### src/rtl/pll_lock_ctrl.sv
// PLL reset/lock sequencer: pulses the PLL reset, qualifies a synchronised lock,
// retries on timeout, latches a fault, and gates the downstream system reset.
module pll_lock_ctrl #(
   parameter int RST_HOLD_CYC    = 16,
   parameter int LOCK_TIMEOUT    = 50000,
   parameter int LOCK_STABLE_CYC = 1024,
   parameter int MAX_RETRY       = 3,
   localparam int RETRY_W = (MAX_RETRY > 0) ? $clog2(MAX_RETRY + 1) : 1
) (
   input  logic               clkin1,
   input  logic               rst_n,
   input  logic               pll_lock,
   input  logic               relock_req,
   output logic               pll_rst,
   output logic               sys_rst_n,
   output logic               ready,
   output logic               fault,
   output logic [RETRY_W-1:0] retry_cnt,
   output logic [7:0]         loss_cnt
);

   localparam int CNT_MAX0 = (RST_HOLD_CYC > LOCK_TIMEOUT) ? RST_HOLD_CYC : LOCK_TIMEOUT;
   localparam int CNT_MAX  = (CNT_MAX0 > LOCK_STABLE_CYC) ? CNT_MAX0 : LOCK_STABLE_CYC;
   localparam int CNT_W    = (CNT_MAX > 2) ? $clog2(CNT_MAX) : 1;

   localparam logic [CNT_W-1:0]   HOLD_LAST    = CNT_W'(RST_HOLD_CYC - 1);
   localparam logic [CNT_W-1:0]   TIMEOUT_LAST = CNT_W'(LOCK_TIMEOUT - 1);
   localparam logic [CNT_W-1:0]   STABLE_LAST  = CNT_W'(LOCK_STABLE_CYC - 1);
   localparam logic [RETRY_W-1:0] RETRY_LAST   = RETRY_W'(MAX_RETRY);

   typedef enum logic [2:0] {
      ST_RST_HOLD,
      ST_WAIT_LOCK,
      ST_STABLE,
      ST_RUN,
      ST_FAULT
   } state_t;

   state_t             state_reg, state_next;
   logic [CNT_W-1:0]   cnt_reg, cnt_next;
   logic [RETRY_W-1:0] retry_reg, retry_next;
   logic [7:0]         loss_reg, loss_next;
   logic [1:0]         sync_reg;
   logic               lock_s;
   logic               pll_rst_reg, sys_rst_n_reg, ready_reg, fault_reg;

   assign lock_s = sync_reg[1];

   always_ff @(posedge clkin1) begin
      if (!rst_n) begin
         state_reg     <= ST_RST_HOLD;
         cnt_reg       <= '0;
         retry_reg     <= '0;
         loss_reg      <= '0;
         sync_reg      <= '0;
         pll_rst_reg   <= 1'b1;
         sys_rst_n_reg <= 1'b0;
         ready_reg     <= 1'b0;
         fault_reg     <= 1'b0;
      end else begin
         state_reg     <= state_next;
         cnt_reg       <= cnt_next;
         retry_reg     <= retry_next;
         loss_reg      <= loss_next;
         sync_reg      <= {sync_reg[0], pll_lock};
         // Outputs decode the next state so they line up with the state register.
         pll_rst_reg   <= (state_next == ST_RST_HOLD) || (state_next == ST_FAULT);
         sys_rst_n_reg <= (state_next == ST_RUN);
         ready_reg     <= (state_next == ST_RUN);
         fault_reg     <= (state_next == ST_FAULT);
      end
   end

   always_comb begin
      state_next = state_reg;
      cnt_next   = cnt_reg + 1'b1;
      retry_next = retry_reg;
      loss_next  = loss_reg;
      if (relock_req) begin
         state_next = ST_RST_HOLD;
         cnt_next   = '0;
         retry_next = '0;
      end else begin
         case (state_reg)
            ST_RST_HOLD: begin
               if (cnt_reg == HOLD_LAST) begin
                  state_next = ST_WAIT_LOCK;
                  cnt_next   = '0;
               end
            end
            ST_WAIT_LOCK: begin
               if (lock_s) begin
                  state_next = ST_STABLE;
                  cnt_next   = '0;
               end else if (cnt_reg == TIMEOUT_LAST) begin
                  cnt_next = '0;
                  if (retry_reg == RETRY_LAST) begin
                     state_next = ST_FAULT;
                  end else begin
                     state_next = ST_RST_HOLD;
                     retry_next = retry_reg + 1'b1;
                  end
               end
            end
            ST_STABLE: begin
               if (!lock_s) begin
                  state_next = ST_WAIT_LOCK;
                  cnt_next   = '0;
               end else if (cnt_reg == STABLE_LAST) begin
                  state_next = ST_RUN;
                  cnt_next   = '0;
                  retry_next = '0;
               end
            end
            ST_RUN: begin
               cnt_next = '0;
               if (!lock_s) begin
                  state_next = ST_RST_HOLD;
                  if (loss_reg != 8'hFF) begin
                     loss_next = loss_reg + 1'b1;
                  end
               end
            end
            ST_FAULT: begin
               cnt_next = '0;
            end
            default: begin
               state_next = ST_RST_HOLD;
               cnt_next   = '0;
            end
         endcase
      end
   end

   assign pll_rst   = pll_rst_reg;
   assign sys_rst_n = sys_rst_n_reg;
   assign ready     = ready_reg;
   assign fault     = fault_reg;
   assign retry_cnt = retry_reg;
   assign loss_cnt  = loss_reg;

endmodule

### config.mk
export PLATFORM = sky130hd
export DESIGN_NAME = pll_lock_ctrl
export DESIGN_NICKNAME = d
export VERILOG_FILES = /design/src/rtl/pll_lock_ctrl.sv
export SDC_FILE = /design/constraint.sdc
export NUM_CORES = 1
export LEC_CHECK = 0
export CAP_MARGIN = 20
export CORE_MARGIN = 3
export CORE_UTILIZATION = 46
export CTS_CLUSTER_DIAMETER = 60
export DETAILED_ROUTE_END_ITERATION = 7
export GPL_TIMING_DRIVEN = 1
export PLACE_DENSITY = 0.67
export RECOVER_POWER = 50
export SLEW_MARGIN = 10
export SYNTH_ARGS = -nofsm -noshare
export SYNTH_HDL_FRONTEND = slang
export SYNTH_SLANG_ARGS = --single-unit
### constraint.sdc
create_clock -name clkin1 -period 3.15 [get_ports clkin1]
set_clock_uncertainty 0.2 [all_clocks]
set_input_delay 0.4725 -clock clkin1 [delete_from_list [all_inputs] [get_ports clkin1]]
set_output_delay 0.4725 -clock clkin1 [all_outputs]
set_load 0.1 [all_outputs]
==> After elaboration in Yosys (flattened, before gate mapping) <==
Cells that the tools add are included.
{ "word_totals": {"wordCells": 58, "input_bits": 4, "out_inout_bits": 14, "regBits": 34} }
{ "op_classes": {"eq_ne": 16, "bitwise_logic": 3, "n_reduce_logical": 7, "muxes": 21, "n_addsub": 3} }
{ "op_table": {"columns": ["operator", "n"], "rows": [
  ["$mux W16", 5],
  ["$pmux W16 S3", 1],
  ["$mux W3", 8],
  ["$add A16 B1 Y16 const B", 1],
  ["$eq A16 B10 Y1 const B", 1],
  ["$eq A16 B16 Y1 const B", 1],
  ["$eq A16 B4 Y1 const B", 1],
  ["$pmux W3 S5", 1],
  ["$mux W2", 5],
  ["$ne A2 B2 Y1 const B", 5],
  ["$eq A3 B2 Y1 const B", 3],
  ["$add A8 B1 Y8 const B", 1],
  ["$ne A8 B8 Y1 const B", 1],
  ["$eq A3 B3 Y1 const B", 2],
  ["$logic_not A3 Y1", 2],
  ["$reduce_and A6 Y1", 1],
  ["$pmux W2 S2", 1],
  ["$reduce_and A4 Y1", 1],
  ["$eq A3 B1 Y1 const B", 1],
  ["$not A1 Y1", 3],
  ["$add A2 B1 Y2 const B", 1],
  ["$eq A2 B2 Y1 const B", 1],
  ["$reduce_bool A2 Y1", 1],
  ["$reduce_or A2 Y1", 1],
  ["$logic_or A1 B1 Y1", 1]
]} }

==> Longest topological paths before layout <==
{ "logic_depth": {"depth_word": 8, "depth_mapped": 7, "ltp_nobuf": 6} }

==> Worst setup path after synthesis <==
Ideal clock, no wire load.
{ "synth_path": {"path_kind": "register to register", "start": "reg loss_reg[3] (netlist: loss_cnt[3])", "end": "reg loss_reg[1] (netlist: loss_cnt[1])", "stages_incl_launch_ff": 6, "synth_period_minus_slack_ns": 2.400, "required_time_ns": 2.830, "setup_ns": 0.120, "path_slack_ns": 0.750, "arrival_time_ns": 2.080, "n_path_buf": 0, "cell_sequence": "dfxtp_1 > and3_1 > nand3_1 > o21ai_0 > mux2i_1 > nor2b_1"} }
{ "synth_between": {"elab_chain_cells": 2} }
{ "synth_lines": {"columns": ["element", "line", "rtl"], "rows": [
  ["from (decl)", "42", "logic [7:0] loss_reg, loss_next;"],
  ["from (signal assigned)", "64", "loss_reg <= loss_next;"],
  ["$ne A8 B8 Y1", "119", "if (loss_reg != 8'hFF) begin"],
  ["$reduce_and A4 Y1 (no line)", null, null]
]} }
No other way between the ends.
A chain may end at the register's enable or synchronous reset.

==> Worst setup path in the final report <==
{ "layout_path": {"start": "reg cnt_reg[10]", "end": "reg cnt_reg[12]"} }
{ "layout_between": {"elab_chain_cells": 4, "word_cells_on_any_way": 10, "classes_between": "1 x add/sub; 3 x eq/ne; 6 x mux"} }
{ "layout_lines": {"columns": ["element", "line", "rtl"], "rows": [
  ["from (decl)", "40", "logic [CNT_W-1:0] cnt_reg, cnt_next;"],
  ["from (signal assigned)", "62", "cnt_reg <= cnt_next;"],
  ["$add A16 B1 Y16 (tied with other cells)", "76", "cnt_next = cnt_reg + 1'b1;"],
  ["$mux W16, on equally long branches", "109, 95", null],
  ["$mux W16, on equally long branches", "106, 92", null],
  ["$pmux W16 S3 *", "84", "case (state_reg)"]
]} }
Every way passes the cells marked *; elsewhere a longest branch is shown, timed or not.

==> run metrics <==
status finished clean; Mean Syn Cell Area 9.20 um2; sequential area share after synthesis 0.432; Worst-Skew Late Latency 330 ps; mapped cell area roughly 1600 um2; Detailed Routing Iterations Pass 1 4; CTS clk-pin slew, worst paths 100 ps; dpl ws 585 ps; commonest non-fill, non-tap cell in the layout dfxtp_1; Reg2Reg Setup Slack approximately 590 ps; CTS Buf Count 5; max reg flops 16; clock period minus worst slack 2560 ps; CTS root buf clkbuf_4; Compound-Gate Fraction of Synth Area 0.0938; routed vias around 1300; initial DRC count 79; Max Root-Sink Buffers 2; post-synthesis mux area share 0.00636; XOR/XNOR Fraction of Synth Area 0.106; share of the synthesized area in the top cell type 0.432; Static Leakage 0.631 nW; P&R area growth vs syn 12.5%; largest net degree at the start of global routing 17; FP Rows 20; RSZ-0062 raised after global routing false; Die Width 64.5 um; Distinct cells, synth 39; Routed Antenna Nets 0; Top Ports 18; Final Non-Filler Cells approximately 240; CP required about 3200 ps; ant diodes 0; slew margin rel. 0.218; Synth Area in Simple Gates 0.314; first-pass GRT wire length approximately 5400 um; PD cells 438 nW/um2; Post-synth ARST share 0; wire per inst 12.4 um; maximum vdd drop 240 uV; element type at the critical path end flop; Max Cap Viol 0; Final TNS setup 0 ps; CP Launch Point cnt_reg[10]; cts hold-fix bufs 0; final setup violation count 0; area leader, netlist dfxtp_1; Synth Instances 171; placed insts 230; Yosys reg bits 34; total gr overflow 0; post-CTS sizing 0; initial antenna violation count 0; total track usage 0.161; FMAX roughly 390 MHz; critical path class reg -> reg; Slew Limit Fails 0; post-CTS setup buffers 0; GPL Wtd Cong about 0.79; EDFF count, synth 0; largest family of logic cells by synthesized area simple AND/OR/NAND/NOR gates; top cells by area, synth dfxtp_1, xnor2_1, nor2_1, and2_1, xor2_1; final worst slack 587 ps; layout cells sized above 1 0.0570; Residual DRC 0; dominant synthesized flop cell dfxtp_1; CORE AREA 3150 um2; commonest non-fill, non-tap cells in the layout dfxtp_1, nor2_1, clkbuf_1; Starting Density 0.499; Total Wirelength 2940 um; Mapped Nets between 150 and 200; Die Ht 64.5 um; nets 200; Num Clock Sinks 34; TritonCTS clock tree yes; worst hold start sync_reg[0]; vias in the first global route 1284; CP startpoint kind flop; WP data arrival 2570 ps; H-tree levels 2; Tcrit/Tclk final 0.814; Die ar. 4160 um2; FF-to-FF Start cnt_reg[10]; Hold Path Class reg -> reg; Worst Tran Pin Value 1180 ps; Via density 5.38; Synth Warn # 0; Post-Synth Adder-Cell Area 0.0238; I/O Buffers 17; worst-path maximum fanout 16; final hold violation count 0; DP Wirelength 2170 um
==> cell families after synthesis <==
group | after synthesis
flip-flops | 34
AND/OR/NAND/NOR | 87
adder cells (fa/ha/maj) | 3
multiplexers | 1
buffers and inverters | 7
XOR/XNOR | 19
AO/OA/AOI/OAI | 20
==> metal layers <==
metal,up-vias,GRT usage,wire (um)
met5,-,0,0
met4,0,0.0712,41
met3,5,0.0364,119
met2,20,0.277,1410
met1,598,0.192,1370
li1,651,-,-
==> cell type report <==
class	instances	area, um2
Clock buffer	6	51.3
Multi-Input combinational cell	130	852
Clock inverter	1	30.0
Tap cell	44	55.1
Inverter	4	15.0
Sequential cell	34	681
Fill cell	306	1380
Timing Repair Buffer	18	86.3
==> worst max-delay path, stage by stage (launching register included) <==
cell	delay (ps)
dfxtp_1	350
or4_4	560
or4_1	550
o2111a_1	290
a21oi_4	400
nor2_1	100
==> worst paths after layout <==
path,endpoint,cells after the start
setup / recovery,cnt_reg[12],5
hold / removal,sync_reg[1],1
setup reg to reg,cnt_reg[12],5
hold reg to reg,sync_reg[1],1
==> metrics by stage <==
stage | instance area (um2) | hold slack (ps) | total power [W] | utilization
floorplan | 1570 | 212 | 0.000455 | -
global placement | 1750 | 220 | 0.000460 | 0.555
detailed placement | 1750 | 219 | 0.000461 | 0.555
CTS | 1830 | 246 | 0.000784 | 0.581
global route | 1770 | 286 | 0.000805 | 0.562
finish | 1770 | 242 | 0.000775 | 0.562
==> synthesized netlist by cell type, types with 2 or more instances <==
library cell and count:
a21boi_0 2, or4_1 4, inv_1 4, nand2b_1 2, or4_4 2, dfxtp_1 34
xor2_1 6, and3_1 7, and4_1 3, nor2_1 20, and2_1 10, nor3_1 6
o21ai_0 5, nand4_1 6, xnor2_1 13, nand3_1 7, or3_1 3, nor2b_1 4
nand2_1 8, ha_1 3, a21oi_1 4
==> power breakdown <==
part           total (W)  leakage, nW  internal [W]  switching, W
clock network   0.000325       0.0443      0.000185      0.000140
registers       0.000434        0.275      0.000432    0.00000191
logic          0.0000157        0.312    0.00000731    0.00000843
total           0.000775        0.631      0.000624      0.000151
Note: power is estimated with default switching activity, not from simulation.
